## src/rtl/systolic_result_drain_pkg.sv

```systemverilog
// Shared definitions for the systolic matrix-multiply top and its result drain:
// drain state encoding, accumulator width derivation and flat-vector element select.
`ifndef SYSTOLIC_RESULT_DRAIN_PKG_SV
`define SYSTOLIC_RESULT_DRAIN_PKG_SV

// Element (row,col) of an N x N matrix packed row-major into a flat vector of width-w fields.
`define DRAIN_ELEM(vec, row, col, n, w) vec[((row) * (n) + (col)) * (w) +: (w)]

package systolic_result_drain_pkg;

  typedef enum logic {
    DRAIN_IDLE   = 1'b0,
    DRAIN_STREAM = 1'b1
  } drain_state_e;

  // Accumulator width: full product plus headroom for N additions.
  function automatic int unsigned drain_acc_w(input int unsigned bit_w, input int unsigned n);
    return 2 * bit_w + unsigned'($clog2(n));
  endfunction

  // Row/column index width, at least one bit.
  function automatic int unsigned drain_idx_w(input int unsigned n);
    return (n > 1) ? unsigned'($clog2(n)) : 1;
  endfunction

endpackage

`endif

```

## src/rtl/systolic_result_drain_sat.sv

```systemverilog
// Combinational ACC_W -> OUT_W result reducer: truncation by default,
// saturation to 2^OUT_W-1 when DRAIN_SAT_EN is defined.
module drain_sat #(
  parameter int unsigned ACC_W = 10,
  parameter int unsigned OUT_W = 8
) (
  input  logic [ACC_W-1:0] acc_i,
  output logic [OUT_W-1:0] data_c
);

`ifdef DRAIN_SAT_EN
  localparam logic [ACC_W-1:0] MAX_VAL = ACC_W'({OUT_W{1'b1}});

  assign data_c = (acc_i > MAX_VAL) ? {OUT_W{1'b1}} : acc_i[OUT_W-1:0];
`else
  assign data_c = acc_i[OUT_W-1:0];

  // Upper accumulator bits are deliberately discarded by truncation.
  if (ACC_W > OUT_W) begin : g_trunc
    logic unused_hi;
    assign unused_hi = ^acc_i[ACC_W-1:OUT_W];
  end
`endif

endmodule

```

## src/rtl/systolic_result_drain.sv

```systemverilog
// Snapshots the N x N PE accumulators on done and streams them row-major over valid/ready.
// Optional saturation of each element is enabled with `define DRAIN_SAT_EN.
module systolic_result_drain
  import systolic_result_drain_pkg::*;
#(
  parameter int unsigned N     = 3,
  parameter int unsigned BIT_W = 4,
  parameter int unsigned ACC_W = drain_acc_w(BIT_W, N),
  parameter int unsigned OUT_W = 8,
  localparam int unsigned RC_W = drain_idx_w(N)
) (
  input  logic                   clk,
  input  logic                   rst_n,
  input  logic                   done,
  input  logic [N*N*ACC_W-1:0]   acc_flat,
  output logic [OUT_W-1:0]       out_data,
  output logic [RC_W-1:0]        out_row,
  output logic [RC_W-1:0]        out_col,
  output logic                   out_valid,
  input  logic                   out_ready,
  output logic                   out_last,
  output logic                   busy,
  output logic                   drain_done,
  output logic                   overrun
);

  localparam logic [RC_W-1:0] LAST_IDX = RC_W'(N - 1);

  drain_state_e           state_q, state_d;
  logic [RC_W-1:0]        row_q, row_d, col_q, col_d;
  logic [N*N*ACC_W-1:0]   buf_q, buf_d;
  logic [OUT_W-1:0]       data_q, data_d;
  logic                   last_q, last_d;
  logic                   dd_q, dd_d;
  logic                   ovr_q, ovr_d;
  logic                   capture, load, hs;
  logic [ACC_W-1:0]       elem;
  logic [OUT_W-1:0]       elem_red_c;

  assign hs = (state_q == DRAIN_STREAM) && out_ready;

  // Next state, index counters and status flags.
  always_comb begin
    state_d = state_q;
    row_d   = row_q;
    col_d   = col_q;
    dd_d    = 1'b0;
    ovr_d   = ovr_q;
    capture = 1'b0;
    load    = 1'b0;
    case (state_q)
      DRAIN_IDLE: begin
        if (done) begin
          capture = 1'b1;
          load    = 1'b1;
          state_d = DRAIN_STREAM;
          row_d   = '0;
          col_d   = '0;
        end
      end
      DRAIN_STREAM: begin
        if (hs && last_q) begin
          dd_d  = 1'b1;
          row_d = '0;
          col_d = '0;
          // A done coinciding with the final handshake restarts without a bubble.
          if (done) begin
            capture = 1'b1;
            load    = 1'b1;
          end else begin
            state_d = DRAIN_IDLE;
          end
        end else begin
          if (done) ovr_d = 1'b1;
          if (hs) begin
            load = 1'b1;
            if (col_q == LAST_IDX) begin
              col_d = '0;
              row_d = row_q + RC_W'(1);
            end else begin
              col_d = col_q + RC_W'(1);
            end
          end
        end
      end
      default: state_d = DRAIN_IDLE;
    endcase
  end

  // The element presented next comes straight from acc_flat on capture, else from the snapshot.
  assign buf_d  = capture ? acc_flat : buf_q;
  assign elem   = capture ? acc_flat[ACC_W-1:0] : `DRAIN_ELEM(buf_q, row_d, col_d, N, ACC_W);
  assign data_d = load ? elem_red_c : ((state_d == DRAIN_IDLE) ? '0 : data_q);
  assign last_d = (state_d == DRAIN_STREAM) && (row_d == LAST_IDX) && (col_d == LAST_IDX);

  drain_sat #(
    .ACC_W (ACC_W),
    .OUT_W (OUT_W)
  ) u_sat (
    .acc_i  (elem),
    .data_c (elem_red_c)
  );

  always_ff @(posedge clk or negedge rst_n) begin
    if (!rst_n) begin
      state_q <= DRAIN_IDLE;
      row_q   <= '0;
      col_q   <= '0;
      buf_q   <= '0;
      data_q  <= '0;
      last_q  <= 1'b0;
      dd_q    <= 1'b0;
      ovr_q   <= 1'b0;
    end else begin
      state_q <= state_d;
      row_q   <= row_d;
      col_q   <= col_d;
      buf_q   <= buf_d;
      data_q  <= data_d;
      last_q  <= last_d;
      dd_q    <= dd_d;
      ovr_q   <= ovr_d;
    end
  end

  assign out_valid  = (state_q == DRAIN_STREAM);
  assign busy       = (state_q == DRAIN_STREAM);
  assign out_data   = data_q;
  assign out_row    = row_q;
  assign out_col    = col_q;
  assign out_last   = last_q;
  assign drain_done = dd_q;
  assign overrun    = ovr_q;

endmodule

```

## config.mk

```make
export PLATFORM = sky130hd
export DESIGN_NAME = systolic_result_drain
export DESIGN_NICKNAME = d
export VERILOG_FILES = /design/src/rtl/systolic_result_drain_pkg.sv /design/src/rtl/systolic_result_drain_sat.sv /design/src/rtl/systolic_result_drain.sv
export SDC_FILE = /design/constraint.sdc
export NUM_CORES = 1
export LEC_CHECK = 0
export CAP_MARGIN = 20
export CELL_PAD_IN_SITES_DETAIL_PLACEMENT = 2
export CELL_PAD_IN_SITES_GLOBAL_PLACEMENT = 2
export CORE_UTILIZATION = 31
export CTS_CLUSTER_SIZE = 30
export DETAILED_ROUTE_END_ITERATION = 8
export PLACE_DENSITY_LB_ADDON = 0.1
export SYNTH_ARGS = -nofsm -noshare
export SYNTH_HDL_FRONTEND = slang
export SYNTH_SLANG_ARGS = --single-unit
export TNS_END_PERCENT = 50
```

## constraint.sdc

```tcl
create_clock -name clk -period 6.85 [get_ports clk]
set_clock_uncertainty 0.2 [all_clocks]
set_input_delay 1.37 -clock clk [delete_from_list [all_inputs] [get_ports clk]]
set_output_delay 1.37 -clock clk [all_outputs]
set_load 0.05 [all_outputs]
```

==> results of run 1 <==
[state kept, by name, indices dropped and copies added (netlist names)]
signal,count
buf_q,72
busy,1
drain_done,1
out_col,2
out_data,8
out_last,1
out_row,2
overrun,1
[report_power, final]
group | internal [mW] | total [mW] | switching [mW]
clock network | 0.328 | 0.537 | 0.209
logic | 0.639 | 1.47 | 0.835
registers | 0.750 | 0.888 | 0.138
total | 1.72 | 2.90 | 1.18
[Yosys cell counts (all sizes together)]
cell    number
buf         20
inv          4
nand4b       1
a21boi       1
or3b         2
nor2         4
fa           1
a21oi        4
nand2      226
a21o         3
dfrtp       88
ha           3
nand2b       3
or2          1
nand3       10
nor4b        1
o21ai        7
a22oi        6
a32oi        1
mux4         9
xor2         1
xnor2        1
and3b        1
o31ai        1
nand3b       4
mux2         1
o32ai        2
o22ai        6
nor3b        6
nor2b        2
mux2i       14
a32o         1
nor3         1
a31oi        1
clkbuf       8
and3         1
[worst paths after layout]
kind,start,to,slack (ps),cells after the start
setup / recovery,out_ready,out_data[3]$_DFFE_PN0P_,1470,12
hold / removal,overrun$_DFFE_PN0P_,overrun$_DFFE_PN0P_,260,1
setup reg to reg,out_last$_DFF_PN0_,out_data[3]$_DFFE_PN0P_,2610,11
hold reg to reg,overrun$_DFFE_PN0P_,overrun$_DFFE_PN0P_,260,1
max in group asynchronous,rst_n,buf_q[64]$_DFFE_PN0P_,4610,2
min in group asynchronous,rst_n,drain_done$_DFF_PN0_,810,1
[logic make-up after synthesis]
logic type / Yosys count / share of synthesized area [%]
compound gates: 33 / 5.74
xor+xnor: 2 / 0.428
fa+ha+maj: 4 / 1.40
buf+inv: 32 / 3.66
flops: 88 / 53.7
mux: 24 / 8.64
simple gates: 263 / 26.4
[metal layers]
| metal | up-vias | share of wire [%] | wire [µm] |
|---|---|---|---|
| li1 | 1610 | - | - |
| met5 | - | 0 | 0 |
| met4 | 0 | 1.6 | 186 |
| met2 | 64 | 49 | 5830 |
| met1 | 1708 | 46 | 5420 |
| met3 | 9 | 3.4 | 397 |
[area by class of cell]
class / count / area [µm²]
clock buffers: 10 / 239
well taps: 172 / 215
inverters: 4 / 15.0
repair buffers: 97 / 956
flip-flops and latches: 88 / 2200
multi-input cells: 326 / 1760
fillers: 1419 / 7310
clock inverters: 5 / 81.3
==> results_dict.tcl, run 1 <==
set metrics [dict create \
    cp.required_ps 6860 \
    die_h_um 117 \
    postCtsSetupBuffers 0 \
    holdWs_ps 262 \
    drt-initial-drc-count 161 \
    top_usage_layer "met2" \
    post-place-ws_ps 1030 \
    setup_violations 0 \
    clockRootBuffer "clkbuf_16" \
    path_max_fanout 13 \
    grt_pass1_vias 3640 \
    crit_top_cell "ha_1" \
    cp_slowest_stage_delay_ps 830 \
    grt_first_pass_wirelength_um 19100 \
    vias 3391 \
    yosys_register_bits 88 \
    netlist_instances 446 \
    hold_buffers 0 \
    seq_area_frac_synth_pct 53.7 \
    dp_cells 687 \
    status "complete, no violations" \
    io_pins 111 \
    netlist_area_um2 4100 \
    use_met1_pct 24.1 \
    clockBufferDepth 2 \
    placed_cell_area_um2 5140 \
    slew_headroom_pct 45.4 \
    worstSkewPairLatency_ps 350 \
    yosysWarnings 0 \
    synth_area_leaders "dfrtp_1, nand2_1, mux4_2" \
    clk_pin_slew_ps 70 \
    period_minus_slack_ps 5380 \
    cpMaxStageDelayCell "ha_1" \
    drt_pass1_iterations 4 \
    p_leak_nw 2.59 \
    drt-total-wl_um 11800 \
    final_common_cell "nand2_1" \
    power_mw 2.90 \
    htreeDepth 3 \
    hold_viol_final 0 \
    via_per_inst 4.83 \
    yosys.area.top_type "dfrtp_1" \
    maxCapViolations 0 \
    drive_gt1_share_pct 6.98 \
    start_util_pct 32.1 \
    fmax_mhz 186 \
    grt_usage_pct 19.1 \
    slew_violations 0 \
    fin_nets 624 \
    grtUsageMet3_pct 4.84 \
    fp.coreArea_um2 12800 \
    io_buffers 92 \
    layout_common_cells "nand2_1, clkdlybuf4s50_1, dfrtp_1" \
    grt_max_degree 54 \
    crit_family "adder cells" \
    ant_nets 0 \
    place_congestion 0.741 \
    synthesis.nets 544 \
    final_area_um2 5460 \
    crit_chain "clkdlybuf4s50_1 -> nand3b_1 -> nor4b_1 -> a31oi_2 -> xnor2_1 -> ha_1 -> ha_1 -> buf_4 -> mux2i_1 -> o22ai_1 -> o21ai_0 -> nand3_1" \
    worstSetupPathType "primary input to flop" \
    peakVddDrop_v 0.000235 \
    cp.arrival_ps 5380 \
    syn_to_final_growth_pct 33.3 \
    final_cell_count_no_fill 702 \
    num_rows 41 \
    clock-sinks 88 \
    hpwl_um 8520 \
    cp-start-kind "primary input" \
    path_buf_inv 2 \
    wire_per_inst_um 16.9 \
    grt.overflow.total 0 \
    worstMarginPinSlew_ps 817 \
    synth.avg_cell_area_um2 9.19 \
    synth_cell_type_count 39 \
    cts_resized 0 \
    tritoncts "done" \
    end_kind "flop" \
    rsz0062_at_grt "false" \
    p_per_area_nw_per_um2 531 \
    timing.final.crit_share_pct 78.5 \
    finalSetupTns_ps 0 \
    cts_buffers 9 \
    met2_usage_pct 32.3 \
    grt_antenna_before_repair 0 \
    worst_slack_ps 1470 \
    insertedDiodeCount 0 \
    synth_top_area_share_pct 53.7 \
    die_area_um2 13700 \
    hp-class "flop to flop" \
    die_w_um 117 \
    fin_util_pct 42.8 \
    drc_errors 0 \
]
(Power assumes the default switching activity.)
==> run 2: changes to the inputs <==
CORE_UTILIZATION = 29   (was 31)
clock period = 5.3 ns   (was 6.85 ns; I/O delays follow)
==> run 2 against run 1 <==
  * Die area up 6.8%
  * Critical endpoint unchanged
  * Via count down 0.32%
  * Cell count up 2.3%
  * Sequential share of layout area down 0.45 points
  * Design area up 1.1%
==> results_dict.tcl, run 2 (synthesized netlist as in run 1, its figures left out) <==
set metrics [dict create \
    fp.coreArea_um2 13800 \
    path_buf_inv 2 \
    fmax_mhz 212 \
    status "complete, no violations" \
    drt-total-wl_um 12400 \
    clkPwrFrac_pct 17.7 \
    worstMarginPinSlew_ps 958 \
    combinationalPowerShare_pct 51.9 \
    seqPwrFrac_pct 30.4 \
    cp.arrival_ps 4720 \
    grt_usage_pct 18.6 \
    peakVddDrop_v 0.000267 \
    clk_pin_slew_ps 60 \
    io_buffers 92 \
    post-place-ws_ps 230 \
    cp.required_ps 5300 \
    start_util_pct 29.6 \
    clockRootBuffer "clkbuf_16" \
    p_per_area_nw_per_um2 687 \
    end_kind "flop" \
    worstSkewPairLatency_ps 340 \
    wire_per_inst_um 17.3 \
    slew_violations 0 \
    postCtsSetupBuffers 0 \
    timing.final.crit_share_pct 89.0 \
    fin_nets 631 \
    cts_resized 0 \
    slew_headroom_pct 36.0 \
    finalSetupTns_ps 0 \
    placed_cell_area_um2 5210 \
    crit_family "compound AO/OA/AOI/OAI gates" \
    via_per_inst 4.71 \
    syn_to_final_growth_pct 34.8 \
    hp-class "flop to flop" \
    p_sw_mw 1.54 \
    final_cell_count_no_fill 718 \
    worstSetupPathType "primary input to flop" \
    hold_buffers 0 \
    setup_violations 0 \
    place_congestion 0.746 \
    final_area_um2 5530 \
    dp_cells 702 \
    fin_util_pct 40.0 \
    cp-start-kind "primary input" \
    tritoncts "done" \
    hpwl_um 9090 \
    rr_startpoint "busy$_DFF_PN0_" \
    period_minus_slack_ps 4720 \
    grt.overflow.total 0 \
    top_register "buf_q" \
    clockBufferDepth 2 \
    die_area_um2 14600 \
    drive_gt1_share_pct 8.18 \
    maxCapViolations 0 \
    p_leak_nw 2.63 \
    insertedDiodeCount 0 \
    internal-power_mw 2.26 \
    worstRegToRegCells 12 \
    drt-initial-drc-count 118 \
    grt_max_degree 55 \
    worstHoldPathCells 1 \
    io_pins 111 \
    drc_errors 0 \
    htreeDepth 3 \
    cpMaxStageDelayCell "clkdlybuf4s50_1" \
    grt_first_pass_wirelength_um 20200 \
    reg2reg_to "out_data[3]$_DFFE_PN0P_" \
    rrSetupSlack_ps 1440 \
    rsz0062_at_grt "false" \
    hold_viol_final 0 \
    drt_pass1_iterations 4 \
    layout_common_cells "nand2_1, clkdlybuf4s50_1, dfrtp_1" \
    grt_antenna_before_repair 0 \
    ant_nets 0 \
    n_fill_cell 1524 \
    switching_share_pct 40.5 \
    cp_slowest_stage_delay_ps 620 \
    grt_pass1_vias 3782 \
    final_common_cell "nand2_1" \
    clock-sinks 88 \
    die_w_um 121 \
    worst_slack_ps 581 \
    crit_chain "clkdlybuf4s50_1 -> nand2_1 -> a21o_1 -> a31oi_2 -> xnor2_1 -> ha_1 -> ha_1 -> inv_1 -> fa_1 -> or3b_1 -> nor3b_1 -> o21ai_0 -> nand3_1" \
    die_h_um 121 \
    num_rows 43 \
    crit_top_cell "ha_1" \
    power_mw 3.79 \
    holdPathEnd "overrun$_DFFE_PN0P_" \
    cts_buffers 9 \
    holdWs_ps 268 \
    largest_register_ffs 72 \
    vias 3380 \
    path_max_fanout 7 \
    hold_start "overrun$_DFFE_PN0P_" \
]
==> run 2: cell types whose count changed in the layout (fill, tap and decap cells not counted), sizes merged <==
| cell | previous run | this run |
|---|---|---|
| buf | 6 | 13 |
| bufinv | 2 | 1 |
| clkbuf | 10 | 14 |
| clkinv | 2 | 1 |
| clkinvlp | 1 | 0 |
==> run 2: area by class of cell <==
cell class                 instances  area, µm²  share of cell area, %
timing repair buffer             104       1010                   18.3
clock buffer                      14        284                   5.14
multi-input combinational        326       1760                   31.8
clock inverter                     2       35.0                  0.634
tap                              180        225                   4.08
inverter                           4       15.0                  0.272
sequential                        88       2200                   39.9
==> run 2: worst max path at each step <==
stage	startpoint	to	cells after the start	slack (ps)
after floorplan	out_ready	out_data[0]$_DFFE_PN0P_	14	1290
after global placement	out_ready	out_data[3]$_DFFE_PN0P_	13	310
after detailed placement	out_ready	out_data[3]$_DFFE_PN0P_	13	230
after CTS	out_ready	out_data[3]$_DFFE_PN0P_	13	570
after global routing	out_ready	out_data[3]$_DFFE_PN0P_	13	370
final	out_ready	out_data[3]$_DFFE_PN0P_	13	580
==> run 2: routing by layer <==
metal  wire (µm)  track usage [%]  vias to the layer above
li1            -                -                     1622
met1        5720             23.7                     1691
met2        6130             31.4                       56
met3         361             2.96                       11
met4         203             7.41                        0
met5           0                0                        -
==> run 2: power groups by stage <==
stage / registers [mW] / clock network (mW) / logic (mW)
2_1_floorplan: 1.24 / 0 / 1.23
3_3_place_gp: 1.15 / 0 / 1.92
3_5_place_dp: 1.17 / 0 / 1.99
4_1_cts: 1.16 / 0.692 / 2.01
5_1_grt: 1.19 / 0.713 / 2.16
6_report: 1.15 / 0.671 / 1.97
